$ cat config.mk
export PLATFORM = sky130hd
export DESIGN_NAME = uart_rx
export DESIGN_NICKNAME = d
export VERILOG_FILES = /design/src/rtl/uart_rx.sv
export SDC_FILE = /design/constraint.sdc
export NUM_CORES = 1
export LEC_CHECK = 0
export CORE_UTILIZATION = 60
export CTS_BUF_LIST = sky130_fd_sc_hd__clkbuf_16
export DETAILED_ROUTE_END_ITERATION = 10
export GPL_ROUTABILITY_DRIVEN = 0
export GPL_TIMING_DRIVEN = 1
export PLACE_DENSITY = 0.84
export SYNTH_ARGS = -nofsm -noshare
export SYNTH_HDL_FRONTEND = slang
export SYNTH_SLANG_ARGS = --single-unit
$ cat constraint.sdc
create_clock -name clk -period 6.44 [get_ports clk]
set_clock_uncertainty 0.2 [all_clocks]
set_input_delay 1.288 -clock clk [delete_from_list [all_inputs] [get_ports clk]]
set_output_delay 1.288 -clock clk [all_outputs]
set_load 0.02 [all_outputs]
$ cat src/rtl/uart_rx.sv
// 8N1 UART receiver: 2-flop synchroniser, 16x oversampling, 3-sample majority vote
// per bit, valid/ack output handshake with framing-error pulse and sticky overrun.
`timescale 1ns/1ps
module uart_rx #(
  parameter int CLK_FREQ  = 50_000_000,
  parameter int BAUD_RATE = 9600
) (
  input  logic       clk,
  input  logic       reset,
  input  logic       rx,
  input  logic       rx_ack,
  output logic [7:0] rx_data,
  output logic       rx_valid,
  output logic       rx_busy,
  output logic       frame_err,
  output logic       overrun
);

  localparam int BAUD_DIV = CLK_FREQ / (BAUD_RATE * 16);
  localparam int DIV_W    = (BAUD_DIV > 1) ? $clog2(BAUD_DIV) : 1;
  localparam logic [DIV_W-1:0] DIV_MAX = DIV_W'(BAUD_DIV - 1);

  typedef enum logic [2:0] {S_IDLE, S_START, S_DATA, S_STOP, S_BREAK} state_t;

  state_t           r_state, w_next;
  logic             r_sync1, r_sync2;
  logic [DIV_W-1:0] r_div;
  logic [3:0]       r_scnt;
  logic [2:0]       r_bidx;
  logic [7:0]       r_shreg;
  logic             r_v7, r_v8, r_vote;
  logic [7:0]       r_data;
  logic             r_valid, r_ferr, r_ovr;

  logic w_rx_s, w_tick, w_t9, w_t15, w_vote;
  logic w_shift, w_deliver, w_ferr, w_busy;

  assign w_rx_s = r_sync2;
  assign w_tick = (r_div == DIV_MAX);
  assign w_t9   = w_tick && (r_scnt == 4'd9);
  assign w_t15  = w_tick && (r_scnt == 4'd15);
  // Majority of the samples at ticks 7 and 8 plus the live sample at tick 9
  assign w_vote = (r_v7 & r_v8) | (r_v7 & w_rx_s) | (r_v8 & w_rx_s);

  always_ff @(posedge clk) begin
    if (reset) begin
      r_sync1 <= 1'b1;
      r_sync2 <= 1'b1;
    end else begin
      r_sync1 <= rx;
      r_sync2 <= r_sync1;
    end
  end

  always_ff @(posedge clk) begin
    if (reset) r_state <= S_IDLE;
    else       r_state <= w_next;
  end

  always_comb begin
    w_next = r_state;
    unique case (r_state)
      S_IDLE:  if (!w_rx_s) w_next = S_START;
      S_START: if (w_t15) w_next = r_vote ? S_IDLE : S_DATA;
      S_DATA:  if (w_t15 && (r_bidx == 3'd7)) w_next = S_STOP;
      S_STOP:  if (w_t9) w_next = w_vote ? S_IDLE : S_BREAK;
      S_BREAK: if (w_rx_s) w_next = S_IDLE;
      default: w_next = S_IDLE;
    endcase
  end

  always_comb begin
    w_shift   = (r_state == S_DATA) && w_t15;
    w_deliver = (r_state == S_STOP) && w_t9 && w_vote;
    w_ferr    = (r_state == S_STOP) && w_t9 && !w_vote;
    w_busy    = (r_state != S_IDLE);
  end

  // Timing counters are held at zero in IDLE so every frame starts from its falling edge
  always_ff @(posedge clk) begin
    if (reset) begin
      r_div  <= '0;
      r_scnt <= '0;
      r_bidx <= '0;
    end else if (r_state == S_IDLE) begin
      r_div  <= '0;
      r_scnt <= '0;
      r_bidx <= '0;
    end else begin
      r_div <= w_tick ? '0 : r_div + 1'b1;
      if (w_tick) r_scnt <= r_scnt + 4'd1;
      if (r_state == S_START) r_bidx <= '0;
      else if (w_shift)       r_bidx <= r_bidx + 3'd1;
    end
  end

  always_ff @(posedge clk) begin
    if (w_tick && (r_scnt == 4'd7)) r_v7 <= w_rx_s;
    if (w_tick && (r_scnt == 4'd8)) r_v8 <= w_rx_s;
    if (w_t9)                       r_vote <= w_vote;
    if (w_shift)                    r_shreg <= {r_vote, r_shreg[7:1]};
  end

  // Delivery takes priority over a same-cycle ack
  always_ff @(posedge clk) begin
    if (reset) begin
      r_data  <= '0;
      r_valid <= 1'b0;
      r_ferr  <= 1'b0;
      r_ovr   <= 1'b0;
    end else begin
      r_ferr <= w_ferr;
      if (w_deliver) begin
        r_data  <= r_shreg;
        r_valid <= 1'b1;
        if (r_valid && !rx_ack) r_ovr <= 1'b1;
        else if (rx_ack)        r_ovr <= 1'b0;
      end else if (rx_ack && r_valid) begin
        r_valid <= 1'b0;
        r_ovr   <= 1'b0;
      end
    end
  end

  assign rx_data   = r_data;
  assign rx_valid  = r_valid;
  assign rx_busy   = w_busy;
  assign frame_err = r_ferr;
  assign overrun   = r_ovr;

endmodule
* After elaboration in Yosys (flattened, before gate mapping)
Cells that the tools add are included.
Cells by class: eq/ne operators 16, add/sub/neg operators 3, reductions and logical operators 21, muxes and demuxes 13, bitwise operators 5
Operator list (number):
- 2-to-1 mux 3 bit | 6
- case mux 3 bit (5 select lines) | 1
- equality test 4 bit, second input constant | 3
- logical AND 1 bit | 11
- != test 2 bit, second input constant | 5
- adder 9 x 1 -> 9 bit, second input constant | 1
- equality test 9 bit, second input constant | 1
- equality test 3 x 2 -> 1 bit, second input constant | 2
- equality test 3 bit, second input constant | 2
- OR reduction 3 bit | 2
- 2-to-1 mux 1 bit | 5
- AND reduction 5 bit | 1
- adder 4 x 1 -> 4 bit, second input constant | 1
- equality test 4 x 3 -> 1 bit, second input constant | 1
- adder 3 x 1 -> 3 bit, second input constant | 1
- AND 1 bit | 3
- equality test 3 x 1 -> 1 bit, second input constant | 1
- zero test 3 bit | 1
- != test 3 x 2 -> 1 bit, second input constant | 1
- nonzero test 3 bit | 1
- zero test 1 bit | 2
- 2-to-1 mux 2 bit | 1
- OR 1 bit | 2
- AND reduction 2 bit | 1
- other kinds (2) | 2
Storage, ports and cells: output and inout port bits 12, input bits 4, register bits 43

* Logic depth before layout (Yosys ltp)
depth after elaboration 6, mapped depth 8, depth with buffers taken out 6

* Worst setup path before layout
No wires, ideal clock.
path kind reg-to-output, start register r_state[0], end output port rx_busy, buffers on the path 1, arrival time 0.900 ns, cell stages (with the launch flop) 3, required time 4.952 ns, slack 4.052 ns, path through dfxtp_1 > clkbuf_1 > or3_1
On the way: longest elaborated chain between the ends 1
Ends and longest elaborated chain:
- from (decl) | RTL line 25 | state_t r_state, w_next;
- from (signal assigned) | RTL line 57 | else r_state <= w_next;
- nonzero test 3 bit | RTL line 76 | w_busy = (r_state != S_IDLE);
- to (decl) | RTL line 14 | output logic rx_busy,
Every way passes these cells.

* Worst setup path after layout
start register r_state[1], end output port rx_busy
The elaborated chain is that of the path after synthesis.

==> flow_metrics.tcl <==
set metrics [dict create \
    status "finished with violations" \
    violations "design-rule violations" \
    p_total_mw 0.584 \
    antennaDiodeCount 0 \
    p_per_area_nw_per_um2 271 \
    drt_iter0_drc 75 \
    post-route-period-util_pct 48.3 \
    hold_class "reg -> reg" \
    ctsHoldBuffers 0 \
    cts_buffer_depth 2 \
    wl_um 3480 \
    grt_max_degree 21 \
    yosys_most_used_dff "dfxtp_1" \
    die_y_um 57.6 \
    cts_made_buffers 5 \
    wl_per_cell_um 15.2 \
    final_hold_viol_count 0 \
    core_area_um2 2850 \
    ios 16 \
    r2r_slack_ps 3860 \
    yosysWarnings 0 \
    slew_violations 0 \
    synthesis.nets 194 \
    cts_setup_buffers 0 \
    reg2reg_depth 4 \
    syn-cell-area_um2 1860 \
    dieArea_um2 3320 \
    cts_root_buffer "clkbuf_16" \
    firstDrtPassIters 7 \
    min_path_cells 1 \
    mostFrequentLayoutCell "dfxtp_1" \
    routed_via_density 6.01 \
    slew_headroom_pct 31.7 \
    vias 1376 \
    r2r_end "overrun" \
    overflow 0 \
    grt_pass1_vias 1300 \
    hold_end "r_sync2" \
    min-delay-start "r_sync1" \
    dp_slack_ps 3210 \
    synth_edf_count 11 \
    fin_nets 208 \
    antenna_found_initial 0 \
    seq_area_um2 971 \
    portBuffers 15 \
    synth_cells 183 \
    crit_type "reg -> out" \
    synthArstFlopShare_pct 0 \
    grt_setup_unrepaired "no" \
    grt_util_all_layers_pct 23.3 \
    finalCriticalPeriod_ps 3110 \
    clk_latency_ps 280 \
    post-route-drc-count 3 \
    critPathRequiredTime_ps 4950 \
    setup-tns-final_ps 0 \
    start_util_pct 65.0 \
    worst-slew-pin-transition_ps 1020 \
    r2r-start "r_div[2]" \
    multi_input_area_um2 815 \
    synth_top_area_share_pct 34.5 \
    yosys.area.top_type "dfxtp_1" \
    end_kind "primary output" \
    ctsHtreeMaxLevel 2 \
    layout_setup_ws_ps 3330 \
    yosysSeqAreaShare_pct 52.3 \
    avgSynthCellArea_um2 10.1 \
    layout_common_cells "dfxtp_1, nor2_1, clkdlybuf4s50_1, nand3_1, a21oi_1" \
    area_growth_pct 16.0 \
    hold_slack_ps 215 \
    ys_types 42 \
    ys_ff_latch 43 \
    dieWidth_um 57.6 \
    clk_pin_slew_ps 50 \
    cts_resized 0 \
    cts_tree "done" \
    yosys-top-cells-area "dfxtp_1, edfxtp_1, ha_1" \
    critPathArrivalTime_ps 1620 \
    start_kind "register" \
    grt_pass1_wl_um 5840 \
    dp_hpwl_um 2360 \
    nFillCells 200 \
    drive_above_1_share_pct 7.58 \
    crit_fanout 9 \
    cap_violations 0 \
    placementRows 19 \
    power.static_leakage_nw 0.761 \
    irDropWorstVdd_mv 0.184 \
    drtAntennaViolNets 0 \
    max_freq_mhz 322 \
    clkSinkCount 43 \
    final-setup-viol-count 0 \
]
per-layer routing:
layer	vias to the layer above	part of all wire [%]	global-route usage, %
li1	675	-	-
met1	663	44	29.0
met2	34	51	38.2
met3	4	4.0	6.47
met4	0	0.98	9.76
met5	-	0	0
area by class of cell:
| cell class | count | area share, % |
|---|---|---|
| clock buffers | 5 | 5.81 |
| clock inverters | 3 | 0.581 |
| inverters | 9 | 1.57 |
| multi-input cells | 122 | 37.8 |
| flip-flops and latches | 43 | 45.1 |
| well taps | 31 | 1.80 |
| repair buffers | 16 | 7.32 |
Yosys cell counts, drive strengths merged (2+ instances only):
| library cell | instances |
|---|---|
| a21oi | 12 |
| nor3 | 2 |
| nand2 | 3 |
| buf | 2 |
| nand4 | 4 |
| nor3b | 2 |
| ha | 7 |
| xor2 | 8 |
| dfxtp | 32 |
| xnor2 | 4 |
| mux2i | 2 |
| or3 | 3 |
| and3 | 3 |
| nor4b | 4 |
| nand3 | 14 |
| nor2 | 19 |
| nor4 | 2 |
| or2 | 2 |
| nand2b | 3 |
| nor2b | 2 |
| inv | 9 |
| clkbuf | 7 |
| o21ai | 10 |
| nand3b | 3 |
| edfxtp | 11 |
worst max-delay path: stages (launching register included):
cell	delay [ps]
dfxtp_1	380
or3_1	410
clkdlybuf4s50_1	550
cells by family (layout without fill, tap and decap cells):
kind of cell | Yosys count | in the layout | share of synthesized area (%)
buffers and inverters | 18 | 33 | 3.78
AO/OA/AOI/OAI | 28 | 28 | 8.70
adder cells (fa/ha/maj) | 7 | 7 | 4.72
multiplexers | 3 | 3 | 1.69
XOR/XNOR | 12 | 12 | 5.66
flip-flops | 43 | 43 | 52.3
AND/OR/NAND/NOR | 72 | 72 | 23.1
state kept, by name, summed over array words and instances, names as in the netlist:
register and count:
r_div 9, overrun 1, r_state 3, r_scnt 4, r_sync1 1, r_bidx 3, r_v7 1, rx_data 8
frame_err 1, r_v8 1, r_sync2 1, rx_valid 1, r_vote 1, r_shreg 8
stage by stage:
stage	area, um^2	std cells	util (%)
5_1_grt	2150	229	75.5
3_3_place_gp	2020	221	70.7
6_report	2150	229	75.5
2_1_floorplan	1860	183	-
3_5_place_dp	2020	221	70.7
4_1_cts	2150	229	75.5
worst max-delay path by stage:
| stage | start | to | slack [ps] | cells past startpoint |
|---|---|---|---|---|
| after floorplan | r_state[0] | rx_busy | 4050 | 2 |
| after global placement | reset | r_div[8] | 3260 | 4 |
| after detailed placement | reset | r_div[4] | 3210 | 4 |
| after CTS | r_state[1] | rx_busy | 3340 | 2 |
| after global routing | r_state[1] | rx_busy | 3290 | 2 |
| final | r_state[1] | rx_busy | 3330 | 2 |
report_power, final:
part	total, mW	switching (mW)	internal (mW)	leakage [nW]
clock	0.232	0.0917	0.140	0.0762
sequential	0.294	0.0118	0.282	0.347
combinational	0.0585	0.0317	0.0268	0.338
total	0.584	0.135	0.449	0.761
No activity file was read; power rests on OpenSTA's default activity.
